## src/rtl/pipeline_exec_ctrl_if.sv

```systemverilog
// -----------------------------------------------------------------------------
// pipeline_exec_ctrl_if
// Bundles the execution controller's UART byte interface, pipeline control and
// instruction-memory write port.
//   master : controller side (drives o_* signals, receives i_* signals)
//   slave  : environment side (UART, pipeline top, instruction memory)
// Signals:
//   i_rx_data/i_rx_valid  received UART byte and its one-cycle valid pulse
//   i_tx_done             UART finished sending the last byte (one-cycle pulse)
//   i_halt                pipeline reports that HALT reached WB
//   o_tx_data/o_tx_start  byte to transmit and its one-cycle start pulse
//   o_pipe_en/o_pipe_rst  pipeline clock enable and one-cycle pipeline reset
//   o_imem_we/addr/data   instruction memory write port
//   o_busy                controller is not waiting for a command
// -----------------------------------------------------------------------------
interface pipeline_exec_ctrl_if #(
    parameter int NB_BYTE      = 8,
    parameter int NB_INSTR     = 32,
    parameter int NB_IMEM_ADDR = 10
);
    logic [NB_BYTE-1:0]      i_rx_data;
    logic                    i_rx_valid;
    logic                    i_tx_done;
    logic                    i_halt;
    logic [NB_BYTE-1:0]      o_tx_data;
    logic                    o_tx_start;
    logic                    o_pipe_en;
    logic                    o_pipe_rst;
    logic                    o_imem_we;
    logic [NB_IMEM_ADDR-1:0] o_imem_addr;
    logic [NB_INSTR-1:0]     o_imem_data;
    logic                    o_busy;

    modport master (
        input  i_rx_data, i_rx_valid, i_tx_done, i_halt,
        output o_tx_data, o_tx_start, o_pipe_en, o_pipe_rst,
               o_imem_we, o_imem_addr, o_imem_data, o_busy
    );

    modport slave (
        output i_rx_data, i_rx_valid, i_tx_done, i_halt,
        input  o_tx_data, o_tx_start, o_pipe_en, o_pipe_rst,
               o_imem_we, o_imem_addr, o_imem_data, o_busy
    );
endinterface

```

## src/rtl/pipeline_exec_ctrl.sv

```systemverilog
// -----------------------------------------------------------------------------
// pipeline_exec_ctrl
// Execution controller for the 5-stage MIPS pipeline. Loads a program received
// over UART into instruction memory ('L'), runs it continuously ('R') or one
// cycle at a time ('S', then 'N' per step, 'E' to leave), and after each run or
// step reports the accumulated enabled-cycle count over UART, MSB byte first.
// Ports:
//   i_clk  system clock, rising edge
//   i_rst  synchronous, active-low reset
//   bus    pipeline_exec_ctrl_if.master (UART bytes, pipeline control, imem write)
// -----------------------------------------------------------------------------
module pipeline_exec_ctrl #(
    parameter int                  NB_BYTE      = 8,
    parameter int                  NB_INSTR     = 32,
    parameter int                  NB_IMEM_ADDR = 10,
    parameter int                  NB_CYCLES    = 32,
    parameter logic [NB_INSTR-1:0] HALT_INSTR   = 32'hFFFF_FFFF
) (
    input  logic                 i_clk,
    input  logic                 i_rst,
    pipeline_exec_ctrl_if.master bus
);
    localparam int NB_TX      = NB_CYCLES / NB_BYTE;   // report bytes
    localparam int BPW        = NB_INSTR / NB_BYTE;    // bytes per instruction
    localparam int TX_IDX_W   = (NB_TX > 1) ? $clog2(NB_TX) : 1;
    localparam int BYTE_IDX_W = (BPW > 1) ? $clog2(BPW) : 1;

    localparam logic [NB_BYTE-1:0] CMD_LOAD = NB_BYTE'(8'h4C);
    localparam logic [NB_BYTE-1:0] CMD_RUN  = NB_BYTE'(8'h52);
    localparam logic [NB_BYTE-1:0] CMD_STEP = NB_BYTE'(8'h53);
    localparam logic [NB_BYTE-1:0] CMD_NEXT = NB_BYTE'(8'h4E);
    localparam logic [NB_BYTE-1:0] CMD_END  = NB_BYTE'(8'h45);

    typedef enum logic [2:0] {
        S_IDLE, S_LOAD, S_RUN, S_STEP_WAIT, S_STEP_EXEC, S_REPORT_SEND, S_REPORT_WAIT
    } state_t;

    state_t                  state_q, state_d;
    state_t                  ret_q, ret_d;         // where to go after the report
    logic [BYTE_IDX_W-1:0]   byte_idx_q, byte_idx_d;
    logic [NB_INSTR-1:0]     word_q, word_d;
    logic [NB_IMEM_ADDR-1:0] addr_q, addr_d;
    logic [NB_CYCLES-1:0]    cnt_q, cnt_d;
    logic [NB_CYCLES-1:0]    snap_q, snap_d;
    logic [TX_IDX_W-1:0]     tx_idx_q, tx_idx_d;
    logic                    we_q, we_d;
    logic                    pipe_rst_q, pipe_rst_d;

    logic                    pipe_en;
    logic                    reporting;
    logic [NB_CYCLES-1:0]    tx_src;
    logic [NB_CYCLES-1:0]    tx_shift;

    assign pipe_en   = (state_q == S_RUN) || (state_q == S_STEP_EXEC);
    assign reporting = (state_q == S_REPORT_SEND) || (state_q == S_REPORT_WAIT);

    // The first byte goes out in the same cycle the snapshot is taken, so it
    // reads the live counter; later bytes read the snapshot.
    assign tx_src   = ((state_q == S_REPORT_SEND) && (tx_idx_q == '0)) ? cnt_q : snap_q;
    assign tx_shift = tx_src >> (NB_BYTE * (NB_TX - 1 - int'(tx_idx_q)));

    assign bus.o_tx_data   = reporting ? tx_shift[NB_BYTE-1:0] : '0;
    assign bus.o_tx_start  = (state_q == S_REPORT_SEND);
    assign bus.o_pipe_en   = pipe_en;
    assign bus.o_pipe_rst  = pipe_rst_q;
    assign bus.o_imem_we   = we_q;
    assign bus.o_imem_addr = addr_q;
    assign bus.o_imem_data = word_q;
    assign bus.o_busy      = (state_q != S_IDLE) && (state_q != S_STEP_WAIT);

    always_comb begin
        // NOTE: every variable gets a default before any branch so no latch is inferred.
        state_d    = state_q;
        ret_d      = ret_q;
        byte_idx_d = byte_idx_q;
        word_d     = word_q;
        addr_d     = addr_q;
        cnt_d      = cnt_q;
        snap_d     = snap_q;
        tx_idx_d   = tx_idx_q;
        we_d       = 1'b0;
        pipe_rst_d = 1'b0;

        // Saturating cycle counter.
        if (pipe_en && (cnt_q != '1)) begin
            cnt_d = cnt_q + NB_CYCLES'(1);
        end
        // Address advances after its write; it never wraps past the top word.
        if (we_q && (addr_q != '1)) begin
            addr_d = addr_q + NB_IMEM_ADDR'(1);
        end

        case (state_q)
            S_IDLE: begin
                if (bus.i_rx_valid) begin
                    if (bus.i_rx_data == CMD_LOAD) begin
                        state_d    = S_LOAD;
                        pipe_rst_d = 1'b1;
                        cnt_d      = '0;
                        addr_d     = '0;
                        byte_idx_d = '0;
                    end else if (bus.i_rx_data == CMD_RUN) begin
                        state_d = S_RUN;
                    end else if (bus.i_rx_data == CMD_STEP) begin
                        state_d = S_STEP_WAIT;
                    end
                end
            end
            S_LOAD: begin
                if (bus.i_rx_valid) begin
                    word_d     = {word_q[NB_INSTR-NB_BYTE-1:0], bus.i_rx_data};
                    byte_idx_d = byte_idx_q + BYTE_IDX_W'(1);
                    if (byte_idx_q == BYTE_IDX_W'(BPW - 1)) begin
                        we_d = 1'b1;
                        // The final write lands in the following cycle, already in IDLE.
                        if ((word_d == HALT_INSTR) || (addr_q == '1)) begin
                            state_d = S_IDLE;
                        end
                    end
                end
            end
            S_RUN: begin
                if (bus.i_halt) begin
                    state_d = S_REPORT_SEND;
                    ret_d   = S_IDLE;
                end
            end
            S_STEP_WAIT: begin
                if (bus.i_rx_valid) begin
                    if (bus.i_rx_data == CMD_NEXT) begin
                        state_d = S_STEP_EXEC;
                    end else if (bus.i_rx_data == CMD_END) begin
                        state_d = S_IDLE;
                    end
                end
            end
            S_STEP_EXEC: begin
                state_d = S_REPORT_SEND;
                ret_d   = bus.i_halt ? S_IDLE : S_STEP_WAIT;
            end
            S_REPORT_SEND: begin
                if (tx_idx_q == '0) begin
                    snap_d = cnt_q;
                end
                state_d = S_REPORT_WAIT;
            end
            S_REPORT_WAIT: begin
                if (bus.i_tx_done) begin
                    if (tx_idx_q == TX_IDX_W'(NB_TX - 1)) begin
                        tx_idx_d = '0;
                        state_d  = ret_q;
                    end else begin
                        tx_idx_d = tx_idx_q + TX_IDX_W'(1);
                        state_d  = S_REPORT_SEND;
                    end
                end
            end
            default: state_d = S_IDLE;
        endcase
    end

    // NOTE: non-blocking assignments so every register samples pre-edge values.
    always_ff @(posedge i_clk) begin
        if (!i_rst) begin
            state_q    <= S_IDLE;
            ret_q      <= S_IDLE;
            byte_idx_q <= '0;
            word_q     <= '0;
            addr_q     <= '0;
            cnt_q      <= '0;
            snap_q     <= '0;
            tx_idx_q   <= '0;
            we_q       <= 1'b0;
            pipe_rst_q <= 1'b0;
        end else begin
            state_q    <= state_d;
            ret_q      <= ret_d;
            byte_idx_q <= byte_idx_d;
            word_q     <= word_d;
            addr_q     <= addr_d;
            cnt_q      <= cnt_d;
            snap_q     <= snap_d;
            tx_idx_q   <= tx_idx_d;
            we_q       <= we_d;
            pipe_rst_q <= pipe_rst_d;
        end
    end
endmodule

```

## src/flat_wrapper.sv

```systemverilog
// flat-port wrapper written by rule: the top's interface ports become plain ports
module pipeline_exec_ctrl_flat 
#(
    parameter int                  NB_BYTE      = 8,
    parameter int                  NB_INSTR     = 32,
    parameter int                  NB_IMEM_ADDR = 10,
    parameter int                  NB_CYCLES    = 32,
    parameter logic [NB_INSTR-1:0] HALT_INSTR   = 32'hFFFF_FFFF
)
  (i_clk, i_rst, bus_i_rx_data, bus_i_rx_valid, bus_i_tx_done, bus_i_halt, bus_o_tx_data, bus_o_tx_start, bus_o_pipe_en, bus_o_pipe_rst, bus_o_imem_we, bus_o_imem_addr, bus_o_imem_data, bus_o_busy);
  pipeline_exec_ctrl_if #(.NB_BYTE(NB_BYTE), .NB_INSTR(NB_INSTR), .NB_IMEM_ADDR(NB_IMEM_ADDR)) bus_i ();
  input  logic i_clk;
  input  logic i_rst;
  input wire logic [$bits(bus_i.i_rx_data)-1:0] bus_i_rx_data;
  input wire logic [$bits(bus_i.i_rx_valid)-1:0] bus_i_rx_valid;
  input wire logic [$bits(bus_i.i_tx_done)-1:0] bus_i_tx_done;
  input wire logic [$bits(bus_i.i_halt)-1:0] bus_i_halt;
  output wire logic [$bits(bus_i.o_tx_data)-1:0] bus_o_tx_data;
  output wire logic [$bits(bus_i.o_tx_start)-1:0] bus_o_tx_start;
  output wire logic [$bits(bus_i.o_pipe_en)-1:0] bus_o_pipe_en;
  output wire logic [$bits(bus_i.o_pipe_rst)-1:0] bus_o_pipe_rst;
  output wire logic [$bits(bus_i.o_imem_we)-1:0] bus_o_imem_we;
  output wire logic [$bits(bus_i.o_imem_addr)-1:0] bus_o_imem_addr;
  output wire logic [$bits(bus_i.o_imem_data)-1:0] bus_o_imem_data;
  output wire logic [$bits(bus_i.o_busy)-1:0] bus_o_busy;
  assign bus_i.i_rx_data = bus_i_rx_data;
  assign bus_i.i_rx_valid = bus_i_rx_valid;
  assign bus_i.i_tx_done = bus_i_tx_done;
  assign bus_i.i_halt = bus_i_halt;
  assign bus_o_tx_data = bus_i.o_tx_data;
  assign bus_o_tx_start = bus_i.o_tx_start;
  assign bus_o_pipe_en = bus_i.o_pipe_en;
  assign bus_o_pipe_rst = bus_i.o_pipe_rst;
  assign bus_o_imem_we = bus_i.o_imem_we;
  assign bus_o_imem_addr = bus_i.o_imem_addr;
  assign bus_o_imem_data = bus_i.o_imem_data;
  assign bus_o_busy = bus_i.o_busy;
  pipeline_exec_ctrl #(.NB_BYTE(NB_BYTE), .NB_INSTR(NB_INSTR), .NB_IMEM_ADDR(NB_IMEM_ADDR), .NB_CYCLES(NB_CYCLES), .HALT_INSTR(HALT_INSTR)) u_core (.i_clk(i_clk), .i_rst(i_rst), .bus(bus_i));
endmodule
```

## config.mk

```make
export PLATFORM = sky130hd
export DESIGN_NAME = pipeline_exec_ctrl_flat
export DESIGN_NICKNAME = d
export VERILOG_FILES = /design/src/rtl/pipeline_exec_ctrl_if.sv /design/src/rtl/pipeline_exec_ctrl.sv /design/src/flat_wrapper.sv
export SDC_FILE = /design/constraint.sdc
export NUM_CORES = 1
export LEC_CHECK = 0
export ABC_AREA = 1
export CAP_MARGIN = 10
export CORE_MARGIN = 10
export CORE_UTILIZATION = 40
export DETAILED_ROUTE_END_ITERATION = 10
export SYNTH_ARGS = -nofsm -noshare
export SYNTH_HDL_FRONTEND = slang
export SYNTH_SLANG_ARGS = --single-unit
```

## constraint.sdc

```tcl
create_clock -name i_clk -period 2.8 [get_ports i_clk]
set_input_delay 0.42 -clock i_clk [delete_from_list [all_inputs] [get_ports i_clk]]
set_output_delay 0.42 -clock i_clk [all_outputs]
set_load 0.01 [all_outputs]
```

== Word-level counts from Yosys, hierarchy flattened ==
Cells that the tools add are included.
W data, S select, Z words.

* Multiply operators: 0
* Equal/unequal tests: 28
* Reduce and logical (&&, ||, !) cells: 20
* Muxes and demuxes: 34
* Shift-type cells: 1
* Add/subtract/negate cells: 5
* Divide/modulo/power cells: 0
* Magnitude comparators: 0
* Bitwise gates (word level): 0

{| class="wikitable"
|+ Operators with widths
! kind !! number
|-
| $mux W32 || 5
|-
| $mux W3 || 14
|-
| $eq A8 B7 Y1 const B || 5
|-
| $mux W10 || 4
|-
| $add A32 B1 Y32 const B || 1
|-
| $eq A32 B32 Y1 const B || 1
|-
| $ne A32 B32 Y1 const B || 1
|-
| $shr A32 B32 Y8 || 1
|-
| $pmux W3 S7 || 1
|-
| $add A10 B1 Y10 const B || 1
|-
| $eq A10 B10 Y1 const B || 1
|-
| $mux W2 || 5
|-
| $ne A10 B10 Y1 const B || 1
|-
| $ne A2 B2 Y1 const B || 5
|-
| $eq A3 B3 Y1 const B || 3
|-
| $reduce_and A9 Y1 || 1
|-
| $mux W8 || 1
|-
| $reduce_and A2 Y1 || 4
|-
| $eq A3 B2 Y1 const B || 2
|-
| $ne A2 B1 Y1 const B || 3
|-
| $pmux W3 S2 || 1
|-
| $reduce_and A3 Y1 || 2
|-
| $add A2 B1 Y2 const B || 2
|-
| $eq A2 B2 Y1 const B || 2
|-
| other kinds (14) || 21
|}

* Bits of input ports: 13
* Bits in latches: 0
* Memories: 0
* Register bits: 118
* Logic and storage cells: 98
* Output and inout port bits: 55
* Memory bits (writable): 0
* Memory bits (read-only): 0

== Logic depth before layout (Yosys ltp) ==
Gate-level depths: netlist of run 1.

* Depth in word-level cells: 7
* Mapped depth: 12
* Gate-level depth less buffers: 12

== Worst setup path before layout of run 1 ==
Ideal clock, no wire load.

* Kind: register to output
* Start point: register u_core.tx_idx_q[0]
* End point: output bus_o_tx_data[0]
* Cell stages (with the launch flop): 12
* Arrival: 1928 ps
* Setup slack: 452 ps
* Data required time: 2380 ps
* Cell sequence: dfxtp_1 -> clkbuf_1 -> inv_1 -> clkbuf_1 -> ha_1 -> nand2_2 -> buf_2 -> nor2_1 -> a21oi_1 -> nand2_1 -> a21oi_1 -> nor2_1

* Longest elaborated chain between the ends: 5

{| class="wikitable"
|+ RTL lines
! element !! RTL line !! source
|-
| from (decl) || pipeline_exec_ctrl.sv:45 || <nowiki>logic [TX_IDX_W-1:0] tx_idx_q, tx_idx_d;</nowiki>
|-
| from (signal assigned) || pipeline_exec_ctrl.sv:183 || <nowiki>tx_idx_q <= tx_idx_d;</nowiki>
|-
| $logic_not A2 Y1 || pipeline_exec_ctrl.sv:59 || <nowiki>assign tx_src = ((state_q == S_REPORT_SEND) && (tx_idx_q == '0)) ? cnt_q : snap_q;</nowiki>
|-
| $logic_and A1 B1 Y1 || pipeline_exec_ctrl.sv:59 ||
|-
| $mux W32 || pipeline_exec_ctrl.sv:59 ||
|-
| $shr A32 B32 Y8 * || pipeline_exec_ctrl.sv:60 || <nowiki>assign tx_shift = tx_src >> (NB_BYTE * (NB_TX - 1 - int'(tx_idx_q)));</nowiki>
|-
| $mux W8 * || pipeline_exec_ctrl.sv:62 || <nowiki>assign bus.o_tx_data = reporting ? tx_shift[NB_BYTE-1:0] : '0;</nowiki>
|-
| to (decl) || flat_wrapper.sv:18 || <nowiki>output wire logic [$bits(bus_i.o_tx_data)-1:0] bus_o_tx_data;</nowiki>
|}

Mark *: on every way between the ends. The rest lies on a longest branch, timed or not.

== Final worst setup path of run 1 ==
* Start point: register u_core.state_q[0]
* End point: output bus_o_tx_data[1]

* Longest elaborated chain between the ends: 5

{| class="wikitable"
|+ RTL lines
! element !! RTL line !! source
|-
| from (decl) || pipeline_exec_ctrl.sv:38 || <nowiki>state_t state_q, state_d;</nowiki>
|-
| from (signal assigned) || pipeline_exec_ctrl.sv:176 || <nowiki>state_q <= state_d;</nowiki>
|-
| $eq A3 B3 Y1 || pipeline_exec_ctrl.sv:55, pipeline_exec_ctrl.sv:59 ||
|-
| $logic_and A1 B1 Y1 || pipeline_exec_ctrl.sv:59 ||
|-
| $mux W32 || pipeline_exec_ctrl.sv:59 ||
|-
| $shr A32 B32 Y8 || pipeline_exec_ctrl.sv:60 ||
|-
| $mux W8 * || pipeline_exec_ctrl.sv:62 ||
|}

Marks and branches as above.

==> flow_summary.ini, run 1 <==
[status]
status = complete, no violations

[timing]
fin_skew_ns = 0.0168
setup_viol = 0
hold_viol = 0
layout_min_cycle_time_ns = 2.66
min_period_over_period = 0.951
finalMaxSlewViolations = 0
fin_setup_tns_ns = 0
worstMarginPinSlew_ns = 0.906
setup_slack_ns = 0.137
holdWs_ns = 0.479
grt_setup_unrepaired = yes
relSlewSlack = 0.395
fmax_mhz = 376

[critical_path]
cpMostUsedCell = nor2_1
cp_top_family = buffers and inverters
crit_start = u_core.state_q[0]
critPathSlowestCell = dfxtp_2
r2r_start = u_core.cnt_q[1]
crit_buf_inv = 3
path_max_fanout = 32
crit_path_start_kind = flip-flop
path_class = reg -> out
crit_arrival_ns = 2.24
crit_required_ns = 2.38
max_stage_delay_ns = 0.36
path_cells = inv_2 > nor3_4 > nand2_2 > bufbuf_16 > a21oi_1 > nor2_1 > o21ai_1 > nor2_1 > dlygate4sd2_1
endpoint_kind = output pin

[clocking]
clkTransAtPathRegs_ns = 0.05
clock-sinks = 116
cts_tree = built
clk-insertion-delay-late_ns = 0.41
cts_max_level = 4
numCtsBuffers = 17
clockRootBuffer = clkbuf_16
cts_max_path_buffers = 2
postCtsHoldBufs = 0

[layout]
final_cell_mix = nand2_1 (214), nor2_1 (212), dfxtp_1 (114), inv_1 (76), a21oi_1 (64)
final_cell_area_sq_mm = 0.00729
mostFrequentLayoutCell = nand2_1
syn_to_final_growth_pct = 26.2
stdcell_count = 1166
n_antenna_cell = 0
drive_above_1_share = 0.0669
finish.utilization = 0.519
nets = 991

[global_route]
grt_pass1_wl_mm = 27.8
grt_antenna_before_repair = 0
track_usage = 0.171
grt_pass1_vias = 5484
gr-total-overflow = 0
grt_start_max_net_pins = 40

[die]
core_area_sq_mm = 0.0140
start_util = 0.411
die_h_um = 140
rows = 43
die_width_um = 140
io-pin-count = 68
fp.dieArea_sq_mm = 0.0197

[flow_run]
max-cap-violations = 0

[routing]
routedWlPerCell_um = 14.5
postRouteAntennaNets = 0
wl_mm = 16.9
viasPerCell = 5.00
vias = 5833
dr.pass1.iters = 6
drcViolationCount = 0
drtIter0Drc = 383

[hold_path]
min-delay-start = u_core.snap_q[17]
hold_class = reg -> reg

[logic_synthesis]
netlist_area_sq_mm = 0.00578
synth_cell_types = 32
synth-warning-count = 0
synthCells = 906
synth_nets = 924
synth_seq_area_share = 0.402
ys_ff_latch = 116
avgSynthCellArea_sq_um = 6.38

[placed_design]
dp_cells = 1132
place_area_sq_mm = 0.00662
place_ws_ns = 0.243
gp_congestion = 0.907
port_buffers = 67
dp_hpwl_mm = 12.1

[power]
ir_drop_mv = 0.507
p_leak_nw = 2.91
power.density_mw_per_mm2 = 716
total_power_mw = 5.22
## tightest hold or removal path, stage by stage (launching register included)
cell and delay, ns:
dfxtp_1 0.31, a21oi_2 0.05, nor2_1 0.07
## worst paths after layout
kind | cells after the start | end | slack, ns
worst max-delay path | 9 | bus_o_tx_data[1] | 0.14
worst min-delay path | 2 | u_core.snap_q[17] | 0.48
worst max register to register | 10 | u_core.cnt_q[28] | 0.70
worst min register to register | 2 | u_core.snap_q[17] | 0.48
## registers in the layout, summed over array words and instances (netlist names)
register and cells:
u_core.bus.o_pipe_rst 1, u_core.snap_q 32, u_core.byte_idx_q 2, u_core.bus.o_imem_we 1, u_core.bus.o_imem_addr 10, u_core.cnt_q 32
u_core.state_q 3, u_core.tx_idx_q 2, u_core.ret_q 1, u_core.bus.o_imem_data 32
## cell usage after synthesis
library cell / n / area (sq um)
nand2_1: 214 / 803
o21ai_1: 28 / 140
nor2_1: 214 / 803
nor3_2: 1 / 10.0
nand4_1: 11 / 68.8
inv_2: 4 / 15.0
buf_2: 16 / 80.1
nand3_1: 36 / 180
a211oi_1: 1 / 7.51
buf_4: 1 / 7.51
xnor2_1: 1 / 8.76
a31oi_1: 1 / 6.26
o21a_1: 1 / 7.51
nand2_2: 3 / 18.8
o211ai_1: 1 / 7.51
clkbuf_1: 13 / 48.8
inv_1: 77 / 289
o21ai_0: 44 / 220
a21oi_1: 69 / 345
xor2_1: 11 / 96.3
ha_1: 5 / 62.6
o311ai_0: 1 / 8.76
and2_1: 1 / 6.26
buf_1: 1 / 3.75
dfxtp_1: 116 / 2320
or2_2: 2 / 12.5
nor3_1: 25 / 125
nor3b_1: 2 / 15.0
and3_1: 2 / 12.5
buf_6: 2 / 22.5
nor2_2: 1 / 6.26
nor3_4: 1 / 16.3
## cell families (layout without fill, tap and decap cells)
group,after synthesis,after routing,share of synthesized area
AOI/OAI and AO/OA,146,146,0.129
xor gates and xnor gates,12,12,0.0182
adders and majority gates,5,5,0.0108
buffers and inverters,114,194,0.0808
DFF,116,116,0.402
and+or+nand+nor,513,513,0.360
## routing by layer
| metal | GRT usage | up-vias | routed length, um |
|---|---|---|---|
| met5 | 0 | - | 0 |
| met4 | 0.0592 | 0 | 360 |
| met3 | 0.0707 | 20 | 1170 |
| met2 | 0.274 | 141 | 7780 |
| met1 | 0.200 | 2653 | 7590 |
| li1 | - | 3019 | - |
## report_power, final
| group | internal [mW] | total (mW) | switching (mW) |
|---|---|---|---|
| logic | 0.392 | 0.982 | 0.590 |
| clock network | 1.56 | 2.31 | 0.748 |
| registers | 1.79 | 1.93 | 0.141 |
## what timing repair did
item	CTS	global route
setup endpoints to repair	8	6
pin swaps	0	3
gates cloned	1	0
gates resized for setup	13	10
buffers inserted	0	1
## cell type report
type	count	area, sq um
Tap cell	180	225
Timing Repair Buffer	81	798
Clock inverter	8	148
Fill cell	1443	6750
Multi-Input combinational cell	676	3010
Sequential cell	116	2320
Clock buffer	24	482
Inverter	81	304
Power figures use the tool's default switching activity.
==> run 2, diff against run 1 <==
--- a/config.mk
+++ b/config.mk
@@ -8,8 +8,10 @@
 export ABC_AREA = 1
 export CAP_MARGIN = 10
 export CORE_MARGIN = 10
-export CORE_UTILIZATION = 40
+export CORE_UTILIZATION = 56
 export DETAILED_ROUTE_END_ITERATION = 10
+export MAX_ROUTING_LAYER = met4
+export PLACE_DENSITY = 0.8
 export SYNTH_ARGS = -nofsm -noshare
 export SYNTH_HDL_FRONTEND = slang
 export SYNTH_SLANG_ARGS = --single-unit
==> run 2 against run 1 <==
Combinational power rose by 2%. Largest power group unchanged. Clock skew decreased by 0.0093 ns. Sequential power hardly changed. Clock-buffer cell count is 4 lower. Critical path type unchanged. Sequential share of layout area rose by 0.37 points. Final cell count fell by 3.7%.
==> flow_summary.ini, run 2 (synthesis results as in run 1) <==
[critical_path]
crit_required_ns = 2.38
cp_top_family = buffers and inverters
path_class = reg -> out
crit_path_start_kind = flip-flop
crit_buf_inv = 3
critPathSlowestCell = dfxtp_2
crit_arrival_ns = 2.29
path_max_fanout = 16
endpoint_kind = output pin
path_cells = inv_2 > nor3_4 > nand2_4 > clkbuf_16 > a21oi_2 > nand2_1 > a21oi_1 > nor2_1 > dlygate4sd2_1
max_stage_delay_ns = 0.35

[routing]
postRouteAntennaNets = 0
dr_wl_met2_mm = 7.67
dr.pass1.iters = 5
highest_layer = met4
routedWlPerCell_um = 15.1
wl_met3_mm = 1.24
drtIter0Drc = 523
viasPerCell = 5.39
vias = 6054
drt-met1-wl_mm = 7.37
wl_mm = 17.0
drcViolationCount = 0

[layout]
syn_to_final_growth_pct = 24.9
nets = 993
n_antenna_cell = 0
mostFrequentLayoutCell = nand2_1
final_cell_mix = nand2_1 (214), nor2_1 (212), dfxtp_1 (114), inv_1 (76), a21oi_1 (61)
drive_above_1_share = 0.0750

[clocking]
cts_max_path_buffers = 2
clkTransAtPathRegs_ns = 0.06
clk-insertion-delay-late_ns = 0.54
cts_max_level = 4
clockRootBuffer = clkbuf_8
cts_tree = built
numCtsBuffers = 17
clock-sinks = 116

[global_route]
grt_antenna_before_repair = 0
grt_pass1_wl_mm = 27.5
gr-total-overflow = 0
track_usage = 0.235
grt_start_max_net_pins = 40
grt_pass1_vias = 5682

[die]
core_area_sq_mm = 0.0102
die_h_um = 122
io-pin-count = 68
fp.dieArea_sq_mm = 0.0148
rows = 37
die_width_um = 122
start_util = 0.567

[timing]
fin_setup_tns_ns = 0
min_period_over_period = 0.968
grt_setup_unrepaired = no
setup_viol = 0
layout_min_cycle_time_ns = 2.71
finalMaxSlewViolations = 0
fmax_mhz = 369
worstMarginPinSlew_ns = 0.644
relSlewSlack = 0.570
holdWs_ns = 0.477
fin_skew_ns = 0.00751
hold_viol = 0

[power]
total_power_mw = 4.94
ir_drop_mv = 0.569
p_leak_nw = 2.87
power.density_mw_per_mm2 = 685

[placed_design]
port_buffers = 67
gp_congestion = 0.960
dp_hpwl_mm = 11.5

[flow_run]
max-cap-violations = 0

[status]
status = complete, no violations

[hold_path]
hold_class = reg -> reg
==> run 2: worst register-to-register path, cell delays in order (launching register included) <==
cell	delay (ns)
dfxtp_1	0.48
ha_1	0.32
nand3_1	0.17
inv_1	0.10
nand2_1	0.10
nor2_2	0.16
nand2_1	0.09
nand2_2	0.18
inv_2	0.28
nand2_1	0.16
nand2_1	0.06
nand2_1	0.06
nor2_1	0.04
==> run 2: worst paths after layout <==
kind | startpoint | end | slack, ns | cells after the start
max | u_core.state_q[0] | bus_o_tx_data[4] | 0.09 | 9
min | u_core.snap_q[16] | u_core.snap_q[16] | 0.48 | 2
max reg2reg | u_core.cnt_q[1] | u_core.cnt_q[23] | 0.49 | 12
min reg2reg | u_core.snap_q[16] | u_core.snap_q[16] | 0.48 | 2
==> run 2: metal layers <==
metal	global-route usage	vias up
met1	0.275	2724
met2	0.365	244
li1	-	3032
met4	0.121	0
met3	0.0634	54
met5	-	-
==> run 2: timing repair <==
item,4_1_cts,5_1_grt
resized for setup,23,11
cloned,1,1
hold buffers,0,0
buffers inserted,0,1
pin swaps,0,3
setup endpoints to repair,8,8
==> run 2: power by group <==
| part | leakage (nW) | switching, mW | internal, mW | total [mW] |
|---|---|---|---|---|
| sequential | 0.936 | 0.149 | 1.79 | 1.94 |
| combinational | 1.68 | 0.598 | 0.401 | 0.998 |
| clock | 0.260 | 0.761 | 1.25 | 2.01 |
==> run 2: layout make-up <==
class	instances	area [sq um]
fill	898	2970
clock inverter	11	113
timing repair buffer	83	843
inverter	81	304
sequential	116	2330
tap	136	170
multi-input combinational	676	3040
clock buffer	20	425
==> run 2: through the flow <==
step                      instances  setup slack [ns]  utilization  instance area, sq um
after global placement         1089             0.305        0.645                  6570
after detailed placement       1089             0.245        0.645                  6570
after floorplan                 906             0.452            -                  5780
after global routing           1123           0.00283        0.709                  7220
final                          1123            0.0904        0.709                  7220
after CTS                      1121           -0.0193        0.702                  7150
